## config.mk

```make
export PLATFORM = sky130hd
export DESIGN_NAME = progress_overlay
export DESIGN_NICKNAME = d
export VERILOG_FILES = /design/src/rtl/progress_overlay.sv
export SDC_FILE = /design/constraint.sdc
export NUM_CORES = 1
export LEC_CHECK = 0
export BUFFER_PORTS_ARGS = -buffer_cell sky130_fd_sc_hd__buf_2
export CAP_MARGIN = 5
export CORE_ASPECT_RATIO = 1.25
export CORE_UTILIZATION = 40
export DETAILED_ROUTE_END_ITERATION = 10
export GPL_TIMING_DRIVEN = 0
export HOLD_SLACK_MARGIN = 0.03
export PLACE_DENSITY = 0.7
export SLEW_MARGIN = 20
export SYNTH_ARGS = -nofsm -noshare
export SYNTH_HDL_FRONTEND = slang
export SYNTH_SLANG_ARGS = --single-unit
```

## constraint.sdc

```tcl
create_clock -name clk -period 5.2 [get_ports clk]
set_input_delay 0 -clock clk [delete_from_list [all_inputs] [get_ports clk]]
set_output_delay 0 -clock clk [all_outputs]
set_load 0.01 [all_outputs]
```

## src/rtl/progress_overlay.sv

```systemverilog
// progress_overlay: stacked framed progress bars drawn as a 1-bit overlay mask.
// A shared, divider-free engine walks every channel in turn. For each channel
// it counts how many steps of max/BAR_W fit below current. The per-channel
// results are latched at the start of vblank, so a bar never changes while the
// visible part of a frame is being drawn.
module progress_overlay #(
   parameter int CHANNELS = 2,
   parameter int BAR_W    = 128,
   parameter int BAR_H    = 8,
   parameter int ROW_GAP  = 4,
   parameter int X_OFFSET = 68,
   parameter int Y_OFFSET = 20
) (
   input  logic                  clk,
   input  logic                  reset_n,
   input  logic                  ce_pix,
   input  logic                  hblank,
   input  logic                  vblank,
   input  logic [CHANNELS-1:0]   enable,
   input  logic [25*CHANNELS-1:0] current,
   input  logic [25*CHANNELS-1:0] max,
   output logic                  pix,
   output logic [1:0]            pix_ch
);

   localparam int         LOG2_BW = $clog2(BAR_W);
   localparam logic [8:0] BW9     = 9'(BAR_W);
   localparam logic [1:0] LAST_CH = 2'(CHANNELS - 1);

   // Engine state
   logic [1:0]  ch_sel_q, ch_sel_d;
   logic [24:0] acc_q, acc_d;
   logic [8:0]  iter_q, iter_d;
   logic [8:0]  calc_q [CHANNELS];
   logic [8:0]  calc_d [CHANNELS];

   // Display latch and raster state
   logic [8:0]  disp_q [CHANNELS];
   logic [8:0]  disp_d [CHANNELS];
   logic [10:0] h_cnt_q, h_cnt_d;
   logic [10:0] v_cnt_q, v_cnt_d;
   logic        hb_prev_q, hb_prev_d;
   logic        vb_prev_q, vb_prev_d;
   logic        frame_ok_q, frame_ok_d;   // set by the first vblank rise after reset
   logic        pix_q, pix_d;
   logic [1:0]  pix_ch_q, pix_ch_d;

   // Selected channel operands
   logic [24:0] cur_sel, max_sel, step;
   logic [31:0] rx, ry;
   logic        bar_on;

   // Pick the operands of the channel the engine is currently serving
   always_comb begin
      cur_sel = '0;
      max_sel = '0;
      for (int k = 0; k < CHANNELS; k++) begin
         if (ch_sel_q == 2'(k)) begin
            cur_sel = current[25*k +: 25];
            max_sel = max[25*k +: 25];
         end
      end
   end

   assign step = max_sel >> LOG2_BW;

   // Progress engine: accumulate steps until current is reached or the bar is full
   always_comb begin
      ch_sel_d = ch_sel_q;
      acc_d    = acc_q + step;
      iter_d   = iter_q + 9'd1;
      for (int k = 0; k < CHANNELS; k++) calc_d[k] = calc_q[k];
      if ((acc_q >= cur_sel) || (iter_q == BW9)) begin
         for (int k = 0; k < CHANNELS; k++) begin
            if (ch_sel_q == 2'(k)) calc_d[k] = iter_q;
         end
         acc_d    = '0;
         iter_d   = '0;
         ch_sel_d = (ch_sel_q == LAST_CH) ? 2'd0 : ch_sel_q + 2'd1;
      end
   end

   // Raster counters, blank edge detection and the once-per-frame display latch
   always_comb begin
      h_cnt_d    = h_cnt_q;
      v_cnt_d    = v_cnt_q;
      hb_prev_d  = hb_prev_q;
      vb_prev_d  = vb_prev_q;
      frame_ok_d = frame_ok_q;
      for (int k = 0; k < CHANNELS; k++) disp_d[k] = disp_q[k];
      if (ce_pix) begin
         h_cnt_d = hblank ? 11'd0 : h_cnt_q + 11'd1;
         if (vblank) v_cnt_d = 11'd0;
         else if (hblank && !hb_prev_q) v_cnt_d = v_cnt_q + 11'd1;
         hb_prev_d = hblank;
         vb_prev_d = vblank;
         if (vblank && !vb_prev_q) begin
            // calc_q is the pre-edge value, so a same-cycle engine write is not seen
            for (int k = 0; k < CHANNELS; k++) disp_d[k] = calc_q[k];
            frame_ok_d = 1'b1;
         end
      end
   end

   // Pixel rule for the raster position present at this pixel enable
   always_comb begin
      pix_d    = pix_q;
      pix_ch_d = pix_ch_q;
      rx       = {21'd0, h_cnt_q} - 32'(X_OFFSET);
      ry       = '0;
      bar_on   = 1'b0;
      if (ce_pix) begin
         pix_d    = 1'b0;
         pix_ch_d = 2'd0;
         for (int k = 0; k < CHANNELS; k++) begin
            ry     = {21'd0, v_cnt_q} - 32'(Y_OFFSET + k * (BAR_H + ROW_GAP));
            bar_on = 1'b0;
            if ((ry < 32'(BAR_H)) && (rx < 32'(BAR_W + 4))) begin
               if ((ry == 32'd0) || (ry == 32'(BAR_H - 1))) bar_on = 1'b1;
               else if ((rx == 32'd0) || (rx == 32'(BAR_W + 3))) bar_on = 1'b1;
               else if ((ry != 32'd1) && (ry != 32'(BAR_H - 2)) && (rx >= 32'd2) &&
                        (rx < 32'd2 + {23'd0, disp_q[k]})) bar_on = 1'b1;
            end
            if (frame_ok_q && enable[k] && bar_on) begin
               pix_d    = 1'b1;
               pix_ch_d = 2'(k);
            end
         end
      end
   end

   // State registers
   always_ff @(posedge clk or negedge reset_n) begin
      if (!reset_n) begin
         ch_sel_q   <= '0;
         acc_q      <= '0;
         iter_q     <= '0;
         h_cnt_q    <= '0;
         v_cnt_q    <= '0;
         hb_prev_q  <= 1'b0;
         vb_prev_q  <= 1'b0;
         frame_ok_q <= 1'b0;
         pix_q      <= 1'b0;
         pix_ch_q   <= '0;
         for (int k = 0; k < CHANNELS; k++) begin
            calc_q[k] <= '0;
            disp_q[k] <= '0;
         end
      end else begin
         ch_sel_q   <= ch_sel_d;
         acc_q      <= acc_d;
         iter_q     <= iter_d;
         h_cnt_q    <= h_cnt_d;
         v_cnt_q    <= v_cnt_d;
         hb_prev_q  <= hb_prev_d;
         vb_prev_q  <= vb_prev_d;
         frame_ok_q <= frame_ok_d;
         pix_q      <= pix_d;
         pix_ch_q   <= pix_ch_d;
         for (int k = 0; k < CHANNELS; k++) begin
            calc_q[k] <= calc_d[k];
            disp_q[k] <= disp_d[k];
         end
      end
   end

   assign pix    = pix_q;
   assign pix_ch = pix_ch_q;

endmodule

```

==> run summary, run 1 <==
Fmax: 235 MHz
# DRC: 0
Worst Skew: 6.77 ps
M2 GR Usage: 0.328
Seq cells post-synth: 99
Worst EP required: 5410 ps
Post-synth EDFFs: 0
Post-synthesis mux area share: 0.118
Root Buffer: clkbuf_16
CTS H-tree lvls: 3
Register area share after synthesis: 0.342
Largest net degree at the start of global routing: 59
Row cnt: 54
Hold Crit Class: in2reg
Clock Path Buffers: 2
Syn Nets: 942
Most frequent cells after synthesis: dfrtp_1, nor2_1, ha_1
Post-Synth Simple-Gate Area: 0.179
Via-to-Cell Ratio: 5.21
Worst-path cell chain: clkbuf_1 -> clkbuf_1 -> mux2i_1 -> or2_2 -> ha_1 -> nand4_1 -> or2_2 -> nor3_1 -> nand3_1 -> nand3_1 -> a31o_2 -> buf_2 -> buf_1 -> nor2_1
Post-route ant nets: 0
Fill count: 1692
DR vias: 5687
Met1 Resource Use GR: 0.200
Hpwl dp: 12.5 mm
Top cell type's share of synthesized area: 0.342
CTS tree: yes
Die ar.: 18600 µm²
Async set-or-reset flop fraction in the synthesized netlist: 1.00
Slew HR: 0.455
Max-Cap Viols: 0
Yosys warning count: 0
CTS Buf Count: 9
Slew @ Worst Pin: 818 ps
Share of cells above drive strength 1: 0.220
Slew Viols, Final: 0
CP max stage cell: clkbuf_1
Die width: 122 µm
Fin nets: 1050
Placed cell areas: 8020 µm²
Post-Synthesis Cells: 755
Crit path capture type: register
Routing usage on met3: 0.0262
Largest cells by area after synthesis: dfrtp_1, ha_1, mux2i_1, mux2_2, nor2_1
Period minus WS final: 4250 ps
WP data arrival: 4470 ps
Tcrit/Tclk final: 0.818
P_sw: 0.00154 W
ANT cells: 0
Area grow syn2layout: 15.7%
Setup TNS: 0 ps
Synth Flop Type: dfrtp_1
Synthesized cell area: 7230 µm²
Pint: 0.00233 W
Clk sinks: 99
CTS resizes: 0
Sw Share: 0.398
RSZ-0062 raised after global routing: no
First-pass GRT wire length: 26.3 mm
Synth Area in Compound Gates: 0.110
Syn_area_per_cell: 9.58 µm²
First drt pass iteration count: 6
Power density cells: 463 nW/µm²
GRT Overall Usage: 0.177
Number of I/O pins: 110
Cell variety after synth: 64
Die height: 152 µm
Crit path kind: reg2reg
Sequential Power Share: 0.309
Maximum fanout along the worst path: 10
Antenna violations before repair: 1
Comb pwr share: 0.497
Non-Filler Cell Area, Final: 8370 µm²
Finish-stage setup viols: 0
Slowest Stage Delay on Critical Path: 600 ps
Pleak: 4.10 nW
Largest family of logic cells by synthesized area: simple AND/OR/NAND/NOR gates
Clk Latency, worst-skew pair: 350 ps
Routed len/inst: 14.4 µm
DRT Wirelength: 15.7 mm
Post-Synth Adder-Cell Area: 0.141
Startpoint types: register
Port buffer count: 94
Starting Density: 0.412
Count leader, synth: dfrtp_1
Synth area leader: dfrtp_1
GRT overflow: 0
Gr busiest metal: met2
Xor/xnor cell area share of the yosys netlist: 0.0773
Drt initial violations: 245
Core Region: 17600 µm²
Clk pin slew, worst setup/hold paths: 80 ps
Status: complete, no violations
Vias in the first global route: 5754
Clock power share: 0.194
Final hold viol count: 0
GP Congestion: 0.861
IR drop worst, VDD: 258 µV
[registers in the layout, summed over array words and instances, names as in the netlist]
register and flops:
calc_q 18, vb_prev_q 1, iter_q 9, acc_q 25
v_cnt_q 11, hb_prev_q 1, pix 1, ch_sel_q 2
frame_ok_q 1, disp_q 18, pix_ch 1, h_cnt_q 11
[critical path, delay by kind of cell (launching register included)]
family	cells	cell delay [ps]
AO/OA/AOI/OAI	1	110
adder cells (fa/ha/maj)	1	310
buffers and inverters	4	1790
flip-flops	1	350
multiplexers	1	190
AND/OR/NAND/NOR	7	1370
[logic make-up after synthesis]
logic type | Yosys count
other | 1
multiplexers | 81
flip-flops | 99
buffers and inverters | 55
adder cells (fa/ha/maj) | 81
AO/OA/AOI/OAI | 118
XOR/XNOR | 63
AND/OR/NAND/NOR | 257
[through the flow]
step	util	hold WS, ps	total power, W	std cells	setup slack (ps)
after global placement	0.455	352	0.00307	1073	949
after floorplan	-	-296	0.00267	755	1680
after CTS	0.476	32.8	0.00391	1092	894
after global routing	0.476	50.2	0.00424	1092	655
after detailed placement	0.456	-45.2	0.00313	1074	901
final	0.476	40.8	0.00388	1092	945
[final timing paths]
kind | startpoint | end | slack, ps | depth (start not counted)
max reg2reg | ch_sel_q[0] | acc_q[19] | 950 | 14
min | hblank | h_cnt_q[1] | 40 | 3
min reg2reg | pix_ch[0] | pix_ch[0] | 470 | 1
max | ch_sel_q[0] | acc_q[19] | 950 | 14
max in group asynchronous | reset_n | disp_q[8] | 4460 | 3
min in group asynchronous | reset_n | h_cnt_q[5] | 120 | 2
[placed cells by master (no fill, tap or decap), drive strengths merged, types with 3 or more instances in the layout]
cell type    n
nand3       29
mux2        36
nor2b       10
nand2       31
a211oi       4
o21ai       29
and2         5
a211o        5
mux2i       45
buf        108
a41oi        3
nand3b       3
xnor2       26
nand4        8
o2111ai      3
o21a         6
or2         27
a21oi       27
nor3        17
o41ai        3
xor2        37
a31oi        5
ha          79
clkbuf      26
o211ai       5
nor4         3
and3        15
inv         29
nand2b      13
nor2        86
dfrtp       99
a21o         9
[power by group through the flow]
stage / Sequential, W / Combinational, W / Clock, W
final: 0.00120 / 0.00193 / 0.000754
after global routing: 0.00123 / 0.00221 / 0.000799
after CTS: 0.00120 / 0.00193 / 0.000775
after detailed placement: 0.00121 / 0.00192 / 0
after global placement: 0.00121 / 0.00186 / 0
after floorplan: 0.00115 / 0.00152 / 0
[area by class of cell]
| class | count | area, µm² | area share |
|---|---|---|---|
| tap | 224 | 280 | 0.0335 |
| clock buffer | 9 | 225 | 0.0269 |
| multi-input combinational | 601 | 4530 | 0.541 |
| clock inverter | 7 | 106 | 0.0127 |
| inverter | 25 | 93.8 | 0.0112 |
| sequential | 99 | 2480 | 0.296 |
| buffer | 30 | 135 | 0.0161 |
| timing repair buffer | 97 | 524 | 0.0626 |
[repair_timing]
item	CTS	global route
hold endpoints to repair	101	0
buffers inserted	0	0
hold buffers	2	0
[metal layers]
metal,share of wire,vias to the layer above
li1,-,2886
met4,0.020,2
met1,0.43,2635
met5,0.00064,-
met2,0.52,138
met3,0.032,26
(Power assumes the default switching activity.)
==> run 2, diff against run 1 <==
--- a/config.mk
+++ b/config.mk
@@ -12,7 +12,7 @@
 export DETAILED_ROUTE_END_ITERATION = 10
 export GPL_TIMING_DRIVEN = 0
 export HOLD_SLACK_MARGIN = 0.03
-export PLACE_DENSITY = 0.7
+export PLACE_DENSITY = 0.72
 export SLEW_MARGIN = 20
 export SYNTH_ARGS = -nofsm -noshare
 export SYNTH_HDL_FRONTEND = slang
==> constraint.sdc (replaced) <==
create_clock -name clk -period 3.5 [get_ports clk]
set_input_delay 0 -clock clk [delete_from_list [all_inputs] [get_ports clk]]
set_output_delay 0 -clock clk [all_outputs]
set_load 0.01 [all_outputs]
==> run 2 against run 1 <==
- routed wire length grew 0.52%
- cell area grew 0.82%
- non-clock buffer count grew 2
- power grew 48%
- global-route usage grew 0.085 points
- utilization grew 0.39 points
- sequential share of layout area shrank 0.21 points
- sequential power grew 50%
- die area is the same
==> run summary, run 2 (same netlist as run 1, synthesis figures left out) <==
Register area: 2480 µm² (+0.10%)
Largest net degree at the start of global routing: 78 (+32%)
Drt initial violations: 234 (-4.5%)
CP delay by family, top: compound AO/OA/AOI/OAI gates
Routed len/inst: 14.4 µm (+0.34%)
Most frequent cells in the layout: buf_2, dfrtp_1, nor2_1
Worst reg2reg setup slack: 130 ps (-820 ps)
Hpwl dp: 12.3 mm (-1.0%)
Die width: 122 µm (unchanged)
Starting Density: 0.412 (unchanged)
Tcrit/Tclk final: 0.963 (+0.145)
CP max stage cell: dfrtp_2
DRT Wirelength: 15.8 mm (+0.52%)
Hold Crit Class: in2reg
Gr busiest metal: met2
WHS Path Cells: 3 (unchanged)
Met1 Resource Use GR: 0.194 (-0.00595)
RSZ-0062 raised after global routing: no
Crit path capture type: register
Reg-to-reg critical path endpoint: calc_q[13]
Commonest non-fill, non-tap cell in the layout: buf_2
Period minus WS final: 3370 ps (-883 ps)
Root Buffer: clkbuf_16
ANT cells: 0 (unchanged)
Port buffer count: 94 (unchanged)
Area grow syn2layout: 16.7%
Worst Skew: 13.9 ps (+7.10 ps)
Slowest Stage Delay on Critical Path: 460 ps (-140 ps)
Die ar.: 18600 µm² (unchanged)
CTS H-tree lvls: 3 (unchanged)
Number of I/O pins: 110 (unchanged)
WP data arrival: 3600 ps (-870 ps)
Startpoint types: register
First drt pass iteration count: 4 (-2)
DR vias: 5695 (+0.14%)
Worst EP required: 3730 ps (-1680 ps)
Fill count: 1707 (+0.89%)
Status: complete, no violations
Clock Path Buffers: 2 (unchanged)
GRT overflow: 0 (unchanged)
Fin nets: 1053 (+0.29%)
Final hold viol count: 0 (unchanged)
GRT Overall Usage: 0.178 (+0.000850)
Worst hold path endpoint: h_cnt_q[1]
Clk pin slew, worst setup/hold paths: 80 ps (about the same)
Row cnt: 54 (unchanged)
Placed insts: 1074 (unchanged)
First-pass GRT wire length: 26.5 mm (+0.79%)
# DRC: 0 (unchanged)
Area occupied by multi-input gates: 4570 µm² (+0.88%)
Fmax: 297 MHz (+26%)
Max reg flops: 25 (unchanged)
CP Depth: 13 (-1)
CTS tree: yes
Clk sinks: 99 (unchanged)
Slew Viols, Final: 0 (unchanged)
Minimum hold slack: 36.9 ps (-3.85 ps)
Most Frequent Cell on Critical Path: clkbuf_4
Max-Cap Viols: 0 (unchanged)
Worst r2r path cells: 13 (-1)
Bufs and invs on worst path: 2 (-2)
Via-to-Cell Ratio: 5.21 (about the same)
Clk Latency, worst-skew pair: 350 ps (about the same)
Die height: 152 µm (unchanged)
Worst-path cell chain: clkbuf_4 -> mux2i_1 -> or2_2 -> ha_1 -> a21oi_1 -> nand2_1 -> a21oi_2 -> o21ai_0 -> a211o_1 -> a31o_2 -> clkbuf_4 -> nand2_2 -> mux2_2
Routing usage on met3: 0.0333 (+0.00711)
Share of cells above drive strength 1: 0.245 (+0.0248)
Power density cells: 682 nW/µm² (+47%)
Finished Layout Cells: 1094 (+0.18%)
Top Registers: acc_q x25, calc_q x18, disp_q x18
CTS Buf Count: 9 (unchanged)
IR drop worst, VDD: 391 µV (+51%)
Finish-stage setup viols: 0 (unchanged)
Slew @ Worst Pin: 575 ps (-243 ps)
GP Congestion: 0.865 (+0.48%)
Pleak: 4.15 nW (+1.2%)
Vias in the first global route: 5832 (+1.4%)
M2 GR Usage: 0.340 (+0.0120)
Slew HR: 0.611 (+0.157)
Post-route ant nets: 0 (unchanged)
Crit path kind: reg2reg
Maximum fanout along the worst path: 11 (+1)
Antenna violations before repair: 0 (-1)
Top reg by flops: acc_q
Hold Startpoint: hblank
Core Region: 17600 µm² (unchanged)
Start of the worst register-to-register path: ch_sel_q[0]
-- run 2: worst reg2reg max path, delay by kind of cell (launching register included) --
kind	cells	cell delay, ps
AOI/OAI and AO/OA	5	1000
buffers and inverters	2	450
muxes	2	500
and+or+nand+nor	3	510
adders and majority gates	1	310
DFF	1	460
-- run 2: routing by layer --
layer	wire [µm]	vias to the layer above
li1	-	2889
met3	488	21
met4	234	0
met5	0	-
met1	6580	2663
met2	8510	122
-- run 2: layout make-up --
class	instances	area share
multi-input cells	602	0.541
flip-flops and latches	99	0.294
repair buffers	101	0.0672
well taps	224	0.0332
clock buffers	9	0.0267
plain buffers	28	0.0173
inverters	25	0.0111
clock inverters	6	0.00934
-- run 2: metrics by stage --
stage / worst slack [ps] / total power [W] / utilization / TNS (ps) / area, µm²
2_1_floorplan: 57.9 / 0.00397 / - / 0 / 7240
3_3_place_gp: -749 / 0.00456 / 0.455 / -33950 / 7990
3_5_place_dp: -824 / 0.00466 / 0.457 / -37110 / 8020
4_1_cts: 5.63 / 0.00576 / 0.478 / 0 / 8400
5_1_grt: 11.9 / 0.00629 / 0.480 / 0 / 8440
6_report: 129 / 0.00575 / 0.480 / 0 / 8440
-- run 2: worst max-delay path by stage --
stage	from	to	slack, ps
5_1_grt	ch_sel_q[0]	acc_q[22]	10
3_5_place_dp	ch_sel_q[0]	acc_q[19]	-820
6_report	ch_sel_q[0]	calc_q[13]	130
2_1_floorplan	ch_sel_q[0]	calc_q[10]	60
4_1_cts	ch_sel_q[1]	acc_q[23]	6
3_3_place_gp	ch_sel_q[0]	acc_q[22]	-750
-- run 2: repair_timing --
action	4_1_cts	5_1_grt
endpoints found under the hold margin	101	0
gates resized for setup	11	15
setup endpoints to repair	55	30
hold buffers	2	0
pin swaps	1	3
buffers inserted	4	0
gates cloned	0	1
-- run 2: power breakdown --
part / internal [W] / total [W] / switching, W
combinational: 0.00139 / 0.00293 / 0.00154
clock: 0.000567 / 0.00103 / 0.000459
sequential: 0.00149 / 0.00180 / 0.000312
==> run 3, diff against run 2 <==
--- a/config.mk
+++ b/config.mk
@@ -12,7 +12,7 @@
 export DETAILED_ROUTE_END_ITERATION = 10
 export GPL_TIMING_DRIVEN = 0
 export HOLD_SLACK_MARGIN = 0.03
-export PLACE_DENSITY = 0.72
+export PLACE_DENSITY = 0.7
 export SLEW_MARGIN = 20
 export SYNTH_ARGS = -nofsm -noshare
 export SYNTH_HDL_FRONTEND = slang
==> constraint.sdc (replaced) <==
create_clock -name clk -period 4.1 [get_ports clk]
set_input_delay 0 -clock clk [delete_from_list [all_inputs] [get_ports clk]]
set_output_delay 0 -clock clk [all_outputs]
set_load 0.01 [all_outputs]
==> run 3 against run 2 <==
- clock skew is 7.0 ps lower
- count of clock-buffer cells in the layout stayed put
- sequential share of layout area is 0.21 points higher
- critical path type unchanged
- largest power group unchanged
- sequential power is 14% lower
- die area stayed put
==> run summary, run 3 (same netlist as run 1, synthesis figures left out) <==
Non-Filler Cell Area, Final: 8370 µm² (-0.80%)
Tcrit/Tclk final: 0.926 (-0.0374)
CTS tree: yes
Slowest Stage Delay on Critical Path: 620 ps (+160 ps)
Sw Share: 0.398 (-0.00315)
Clk Latency, worst-skew pair: 350 ps (about the same)
Startpoint types: register
Maximum fanout along the worst path: 11 (unchanged)
Area grow syn2layout: 15.7%
Post-route ant nets: 0 (unchanged)
Share of cells above drive strength 1: 0.225 (-0.0199)
Finish-stage setup viols: 0 (unchanged)
IR drop worst, VDD: 335 µV (-14%)
Fin nets: 1049 (-0.38%)
Slew HR: 0.542 (-0.0696)
CP max stage cell: dfrtp_1
Number of I/O pins: 110 (unchanged)
Status: complete, no violations
GP Congestion: 0.861 (-0.47%)
Fill count: 1691 (-0.94%)
Crit path capture type: register
Clk pin slew, worst setup/hold paths: 80 ps (about the same)
Max-Cap Viols: 0 (unchanged)
Antenna violations before repair: 1 (+1)
Max reg flops: 25 (unchanged)
Pint: 0.00296 W (-14%)
Hpwl dp: 12.5 mm (+1.0%)
Crit path kind: reg2reg
Comb pwr share: 0.492 (-0.017)
P_sw: 0.00196 W (-15%)
Placed insts: 1074 (unchanged)
Finished Core Util: 0.477 (-0.00385)
Power Total: 0.00491 W (-15%)
Power density cells: 587 nW/µm² (-14%)
Top Registers: acc_q x25, calc_q x18, disp_q x18
Placed cell areas: 8020 µm² (about the same)
GRT Overall Usage: 0.177 (-0.000850)
Slew Viols, Final: 0 (unchanged)
RSZ-0062 raised after global routing: no
CTS H-tree lvls: 3 (unchanged)
Vias in the first global route: 5754 (-1.3%)
Most frequent cells in the layout: buf_2, dfrtp_1, nor2_1
Top reg by flops: acc_q
Pleak: 4.11 nW (-0.89%)
Largest net degree at the start of global routing: 59 (-24%)
Sequential Power Share: 0.313 (about the same)
Finished Layout Cells: 1091 (-0.27%)
GRT overflow: 0 (unchanged)
DR vias: 5685 (-0.18%)
Root Buffer: clkbuf_16
Die height: 152 µm (unchanged)
# DRC: 0 (unchanged)
Worst Skew: 6.87 ps (-7.00 ps)
Worst EP required: 4320 ps (+590 ps)
Bufs and invs on worst path: 3 (+1)
Starting Density: 0.412 (unchanged)
Via-to-Cell Ratio: 5.21 (about the same)
Port buffer count: 94 (unchanged)
Routed len/inst: 14.4 µm (-0.16%)
Drt initial violations: 253 (+8.1%)
WP data arrival: 4010 ps (+410 ps)
Period minus WS final: 3800 ps (+424 ps)
Core Region: 17600 µm² (unchanged)
Clock power share: 0.195 (+0.017)
Clock Path Buffers: 2 (unchanged)
First drt pass iteration count: 4 (unchanged)
DRT Wirelength: 15.7 mm (-0.43%)
Final hold viol count: 0 (unchanged)
Hold Crit Class: in2reg
Fmax: 263 MHz (-11%)
Die ar.: 18600 µm² (unchanged)
Row cnt: 54 (unchanged)
First-pass GRT wire length: 26.3 mm (-0.78%)
ANT cells: 0 (unchanged)
CTS Buf Count: 9 (unchanged)
CP delay by family, top: simple AND/OR/NAND/NOR gates
Slew @ Worst Pin: 679 ps (+104 ps)
Die width: 122 µm (unchanged)
Clk sinks: 99 (unchanged)
Worst-path cell chain: clkbuf_2 -> mux2i_1 -> or2_2 -> ha_1 -> nand4_1 -> or2_2 -> nor3_1 -> nand3_1 -> nand3_1 -> a31o_2 -> buf_2 -> buf_1 -> nor2_1
==> run 3: worst min-delay path, cell delays in order <==
cell and delay (ps):
buf_2 150, nand3b_1 120, o21ai_0 80
==> run 3: repair_timing <==
item,in CTS,in global routing
endpoints found under the setup margin,48,48
endpoints found under the hold margin,101,0
hold buffers,2,0
gates resized for setup,3,2
buffers inserted,0,0
==> run 3: final timing paths <==
| path | from | end | slack [ps] | depth (start not counted) |
|---|---|---|---|---|
| max reg2reg | ch_sel_q[0] | acc_q[19] | 300 | 13 |
| max | ch_sel_q[0] | acc_q[19] | 300 | 13 |
| min reg2reg | pix_ch[0] | pix_ch[0] | 470 | 1 |
| max in group asynchronous | reset_n | disp_q[8] | 3360 | 3 |
| min in group asynchronous | reset_n | h_cnt_q[5] | 120 | 2 |
| min | hblank | h_cnt_q[1] | 40 | 3 |
==> run 3: through the flow <==
stage          hold slack, ps  setup TNS [ps]  worst slack [ps]
4_1_cts                  32.8               0              39.3
6_report                 41.0               0               304
5_1_grt                  50.2               0              61.4
3_3_place_gp              352           -5490              -151
2_1_floorplan            -296               0               581
3_5_place_dp            -45.2           -6890              -199
==> run 3: metal layers <==
| metal | wire length, µm | up-vias | track usage |
|---|---|---|---|
| li1 | - | 2885 | - |
| met1 | 6730 | 2622 | 0.200 |
| met2 | 8100 | 150 | 0.328 |
| met3 | 574 | 26 | 0.0262 |
| met4 | 318 | 2 | 0.0645 |
| met5 | 10 | - | 0 |
==> run 3: power by group through the flow <==
stage / Sequential, W / Clock [W] / Combinational (W)
5_1_grt: 0.00158 / 0.00101 / 0.00278
2_1_floorplan: 0.00146 / 0 / 0.00193
4_1_cts: 0.00152 / 0.000983 / 0.00245
6_report: 0.00154 / 0.000957 / 0.00242
3_5_place_dp: 0.00154 / 0 / 0.00244
3_3_place_gp: 0.00153 / 0 / 0.00236
==> run 3: final cells by class <==
class	count	area [µm²]	area share
multi-input cells	601	4530	0.541
repair buffers	97	524	0.0626
inverters	25	93.8	0.0112
well taps	224	280	0.0335
plain buffers	29	136	0.0163
flip-flops and latches	99	2480	0.296
clock inverters	7	106	0.0127
clock buffers	9	225	0.0269
